==> src/rtl/pipelined_adder.sv <==
// WIDTH-bit adder with carry-in, split into STAGES ripple-carry chunks with valid/ready on both sides.
// Define ADD_SUB_EN to add a 'sub' input that turns the block into an adder/subtractor.
module pipelined_adder #(
    parameter int WIDTH  = 16,
    parameter int STAGES = 4
) (
    input  logic             clk,
    input  logic             rst,
    input  logic             in_valid,
    output logic             in_ready,
    input  logic [WIDTH-1:0] a,
    input  logic [WIDTH-1:0] b,
    input  logic             c_in,
`ifdef ADD_SUB_EN
    input  logic             sub,
`endif
    output logic             out_valid,
    input  logic             out_ready,
    output logic [WIDTH-1:0] sum,
    output logic             c_out,
    output logic             ovf
);
    localparam int CW = WIDTH / STAGES;

    logic [STAGES-1:0] vld_q, vld_d;
    logic [STAGES-1:0] cy_q, cy_d;
    logic [STAGES-1:0] am_q, am_d;
    logic [STAGES-1:0] bm_q, bm_d;
    logic [WIDTH-1:0]  opa_q [STAGES];
    logic [WIDTH-1:0]  opa_d [STAGES];
    logic [WIDTH-1:0]  opb_q [STAGES];
    logic [WIDTH-1:0]  opb_d [STAGES];
    logic [WIDTH-1:0]  res_q [STAGES];
    logic [WIDTH-1:0]  res_d [STAGES];

    logic [WIDTH-1:0]  src_a   [STAGES];
    logic [WIDTH-1:0]  src_b   [STAGES];
    logic [WIDTH-1:0]  src_res [STAGES];
    logic [STAGES-1:0] src_c, src_am, src_bm, src_v;
    logic [CW:0]       chunk   [STAGES];
    logic [WIDTH-1:0]  b_eff;
    logic              c_eff;
    logic              en;

    always_comb begin
        en    = !vld_q[STAGES-1] || out_ready;
        b_eff = b;
        c_eff = c_in;
`ifdef ADD_SUB_EN
        // a - b - c_in == a + ~b + ~c_in modulo 2^WIDTH, with c_out meaning "no borrow"
        if (sub) begin
            b_eff = ~b;
            c_eff = ~c_in;
        end
`endif
        src_a[0]   = a;
        src_b[0]   = b_eff;
        src_res[0] = '0;
        src_c[0]   = c_eff;
        src_am[0]  = a[WIDTH-1];
        src_bm[0]  = b_eff[WIDTH-1];
        src_v[0]   = in_valid;
        for (int k = 1; k < STAGES; k++) begin
            src_a[k]   = opa_q[k-1];
            src_b[k]   = opb_q[k-1];
            src_res[k] = res_q[k-1];
            src_c[k]   = cy_q[k-1];
            src_am[k]  = am_q[k-1];
            src_bm[k]  = bm_q[k-1];
            src_v[k]   = vld_q[k-1];
        end

        vld_d = vld_q;
        cy_d  = cy_q;
        am_d  = am_q;
        bm_d  = bm_q;
        opa_d = opa_q;
        opb_d = opb_q;
        res_d = res_q;
        for (int k = 0; k < STAGES; k++) begin
            chunk[k] = {1'b0, src_a[k][k*CW +: CW]} + {1'b0, src_b[k][k*CW +: CW]}
                       + {{CW{1'b0}}, src_c[k]};
        end

        if (en) begin
            for (int k = 0; k < STAGES; k++) begin
                vld_d[k] = src_v[k];
                cy_d[k]  = chunk[k][CW];
                am_d[k]  = src_am[k];
                bm_d[k]  = src_bm[k];
                res_d[k] = src_res[k];
                res_d[k][k*CW +: CW] = chunk[k][CW-1:0];
                // consumed operand chunks are zeroed so their flops reduce to constants
                opa_d[k] = src_a[k];
                opb_d[k] = src_b[k];
                for (int j = 0; j <= k; j++) begin
                    opa_d[k][j*CW +: CW] = '0;
                    opb_d[k][j*CW +: CW] = '0;
                end
            end
        end
    end

    always_ff @(posedge clk) begin
        if (rst) begin
            vld_q <= '0;
            cy_q  <= '0;
            am_q  <= '0;
            bm_q  <= '0;
            for (int k = 0; k < STAGES; k++) begin
                opa_q[k] <= '0;
                opb_q[k] <= '0;
                res_q[k] <= '0;
            end
        end else begin
            vld_q <= vld_d;
            cy_q  <= cy_d;
            am_q  <= am_d;
            bm_q  <= bm_d;
            opa_q <= opa_d;
            opb_q <= opb_d;
            res_q <= res_d;
        end
    end

    assign in_ready  = en;
    assign out_valid = vld_q[STAGES-1];
    assign sum       = res_q[STAGES-1];
    assign c_out     = cy_q[STAGES-1];
    assign ovf       = (am_q[STAGES-1] == bm_q[STAGES-1]) && (sum[WIDTH-1] != am_q[STAGES-1]);

endmodule
==> config.mk <==
export PLATFORM = sky130hd
export DESIGN_NAME = pipelined_adder
export DESIGN_NICKNAME = d
export VERILOG_FILES = /design/src/rtl/pipelined_adder.sv
export SDC_FILE = /design/constraint.sdc
export NUM_CORES = 1
export LEC_CHECK = 0
export CORE_MARGIN = 3
export CORE_UTILIZATION = 55
export DETAILED_ROUTE_END_ITERATION = 8
export HOLD_SLACK_MARGIN = 0.15
export PLACE_DENSITY_LB_ADDON = 0.12
export SLEW_MARGIN = 20
export SYNTH_ARGS = -nofsm -noshare
export SYNTH_HDL_FRONTEND = slang
export SYNTH_SLANG_ARGS = --single-unit
==> constraint.sdc <==
create_clock -name clk -period 3.4 [get_ports clk]
set_input_delay 1.02 -clock clk [delete_from_list [all_inputs] [get_ports clk]]
set_output_delay 1.02 -clock clk [all_outputs]
set_load 0.01 [all_outputs]
======== Word level (Yosys, flattened, before mapping) ========
Cells that the tools add are included.
storage, ports and cells
  bits in registers ....................... 104
  logic and storage cells ................. 27
cells by class
  add/sub/neg operators ................... 8
  eq/ne operators ......................... 2
  reduce and logical (&&, ||, !) cells .... 3
operators with widths
  cell               count
  $add 4x4->5        4
  $add 5x1->5        4
  $eq 1x1->1         1
  $logic_and 1x1->1  1
  $logic_not 1->1    1
  $logic_or 1x1->1   1
  $ne 1x1->1         1

======== Depth between registers and ports, before layout ========
  word-level depth ........................ 2
  depth in mapped cells ................... 6
  mapped depth without buffers ............ 6

======== Least setup slack after synthesis ========
Ideal clock, no wire load.
  kind .................................... input to output
  start point ............................. input port out_ready
  end point ............................... output port in_ready
  data arrival time ....................... 1.397 ns
  required time ........................... 2.380 ns
  path slack .............................. 0.983 ns
  stages .................................. 3
  path buffers ............................ 1
  cell sequence ........................... nor2b_4 -> inv_4 -> buf_2
between the ends
  longest elaborated chain between the ends .. 1
RTL lines
  item              line  source
  start, declared   18    input logic out_ready,
  $logic_or 1x1->1  46    en = !vld_q[STAGES-1] || out_ready;
  end, declared     10    output logic in_ready,
No other way between the ends.

======== Worst setup path in the final report ========
Ends and elaborated chain as after synthesis.

==> impl_metrics.ini <==
[cts]
cts_num_sinks = 98
clk_path_buf_depth = 2
h-tree-depth = 3
cts_resized = 0
postCtsHoldBufs = 0
cts_tree = yes
post_cts_buffers = 0
worst_skew_pair.late_latency_ns = 0.35
cts_buffers = 9
cts.clk_slew.worst_paths_ns = 0.09
clockRootBuffer = clkbuf_8

[power_and_ir_drop]
power.internal_mw = 1.59
p_sw_mw = 0.514
pwr-share-seq = 0.592
power.total_mw = 2.10
ir_drop_mv = 0.290
swShare = 0.245
clkPwrFrac = 0.307
power_density_nw_per_um2 = 447
p_leak_nw = 1.83
p_comb_frac = 0.101

[detailed_routing]
ant_nets = 0
routedWlPerCell_um = 11.5
dr.pass1.iters = 4
wl_um = 7160
via_per_inst = 4.97
drc = 0
vias = 3098
drtIter0Drc = 129

[worst_setup_path]
critPathKind = primary input to output port
cp-start-kind = primary input
arrival_ns = 2.17
crit_path_max_fanout = 2
crit_required_ns = 2.38
critPathMostFrequentCell = clkdlybuf4s50_1
path_cells = clkdlybuf4s50_1 > nor2b_4 > inv_4 > clkdlybuf4s50_1
cp_slowest_stage_delay_ns = 0.53
worstRegToRegCells = 5
timing.critical_path.slowest_stage_cell = clkdlybuf4s50_1
worst_setup_path_end_kind = output port

[timing]
clock.fmax_mhz = 313
hold_viol_final = 0
fin_ws_ns = 0.205
tightest_slew_ns = 0.949
layout_min_cycle_time_ns = 3.19
rsz0062_at_grt = no
slew_headroom = 0.368
setup-violations-final = 0
setup_tns_ns = 0
drv_slew = 0
finClkSkew_ns = 0.00776
post-route-period-util = 0.940

[place]
dpl.cell_count = 607
dpl_worst_slack_ns = 0.198
hpwl_um = 4500
gp_congestion = 0.786
io_buffers = 56

[yosys]
syn_nets = 554
ys_ff_latch = 98
syn-instance-count = 497
yosysSeqAreaShare = 0.470
synthTopCellsByArea = dfxtp_1 47%, nand2_1 15%, a21oi_1 11%
syn_area_sq_um = 4180
synth-edff-count = 0
async_flop_share = 0
yosys_warnings = 0
ys_types = 27
yosys.area.top_type = dfxtp_1
yosysTopAreaCellShare = 0.470
synth_ff_type = dfxtp_1
avgSynthCellArea_sq_um = 8.40

[grt]
grt_use_met3 = 0.0314
grtUsageMet2 = 0.278
grt_pass1_wl_um = 12100
grt.busiest_layer = met2
grt_usage = 0.172
antenna_found_initial = 0
met1_usage = 0.225
grt_max_degree = 102
globalRoute.totalOverflow = 0
grt_pass1_vias = 2818

[die]
die_width_um = 93.1
start_util = 0.573
core_sq_um = 7290
num_io_pins = 57
die-area_sq_um = 8680
die_h_um = 93.1
rows = 31

[cells_and_area]
nNetsFinal = 576
mostFrequentLayoutCell = nand2_1
final_cell_mix = 171 x nand2_1, 98 x dfxtp_1, 88 x a21oi_1
diodes = 0
drive_gt1_frac = 0.0496
finalNonFillerCells = 623
syn_to_final_growth_pct = 12.5

[hold_path]
worst_hold_path_type = flip-flop to flip-flop
holdPathStages = 2

[flow_run]
cap_violations = 0

[run_status]
status = complete, no violations
[area by class of cell]
| class | count | area, sq um |
|---|---|---|
| Sequential cell | 98 | 1960 |
| Clock inverter | 7 | 46.3 |
| Tap cell | 99 | 124 |
| Clock buffer | 9 | 124 |
| Timing Repair Buffer | 59 | 581 |
| Multi-Input combinational cell | 339 | 1820 |
| Fill cell | 697 | 2590 |
| Inverter | 12 | 47.5 |
[power by group through the flow]
stage	Combinational [mW]	Sequential (mW)	Clock [mW]
after global routing	0.241	1.25	0.718
after CTS	0.215	1.24	0.671
after detailed placement	0.214	1.27	0
after global placement	0.209	1.27	0
final	0.213	1.24	0.644
after floorplan	0.147	1.26	0
[metrics by stage]
stage | instance area [sq um] | hold slack, ns | utilization
3_3_place_gp | 4530 | 0.437 | 0.621
3_5_place_dp | 4530 | 0.444 | 0.621
6_report | 4700 | 0.451 | 0.644
2_1_floorplan | 4180 | 0.431 | -
5_1_grt | 4700 | 0.475 | 0.644
4_1_cts | 4700 | 0.456 | 0.644
[cell usage after synthesis (6+ instances only)]
cell and number:
nand2_1 171, dfxtp_1 98, a21oi_1 88, buf_4 25
nor2_1 14, buf_2 12, ha_1 12, inv_1 11
a211oi_1 8, fa_1 8, nand3b_1 6
[critical path, delay by kind of cell]
family | cells | cell delay (ns)
buffers and inverters | 3 | 1.09
AND/OR/NAND/NOR | 1 | 0.06
[layer usage]
layer | wire length (um) | part of all wire | vias up
met2 | 3270 | 0.46 | 43
li1 | - | - | 1652
met5 | 0 | 0 | -
met3 | 235 | 0.033 | 8
met4 | 84 | 0.012 | 0
met1 | 3570 | 0.50 | 1395
[state kept, by name, indices dropped and copies added, names as in the netlist]
| name | cells |
|---|---|
| opa_q | 21 |
| vld_q | 4 |
| cy_q | 4 |
| am_q | 4 |
| sum | 16 |
| res_q | 24 |
| bm_q | 4 |
| opb_q | 21 |
[final timing paths]
| path | start | to | slack [ns] |
|---|---|---|---|
| max | out_ready | in_ready | 0.21 |
| max reg2reg | cy_q[2]$_SDFFE_PP0P_ | cy_q[3]$_SDFFE_PP0P_ | 1.52 |
| min reg2reg | res_q[35]$_SDFFE_PP0P_ | res_q[19]$_SDFFE_PP0P_ | 0.45 |
| min | res_q[35]$_SDFFE_PP0P_ | res_q[19]$_SDFFE_PP0P_ | 0.45 |
[logic make-up (layout without fill, tap and decap cells)]
kind of cell	count (synthesis)	after routing	share of synthesized area
flops	98	98	0.470
xor+xnor	4	4	0.00839
buf+inv	60	87	0.0956
simple gates	202	202	0.195
fa+ha+maj	20	20	0.0743
compound gates	113	113	0.157
No activity file was read; power rests on OpenSTA's default activity.
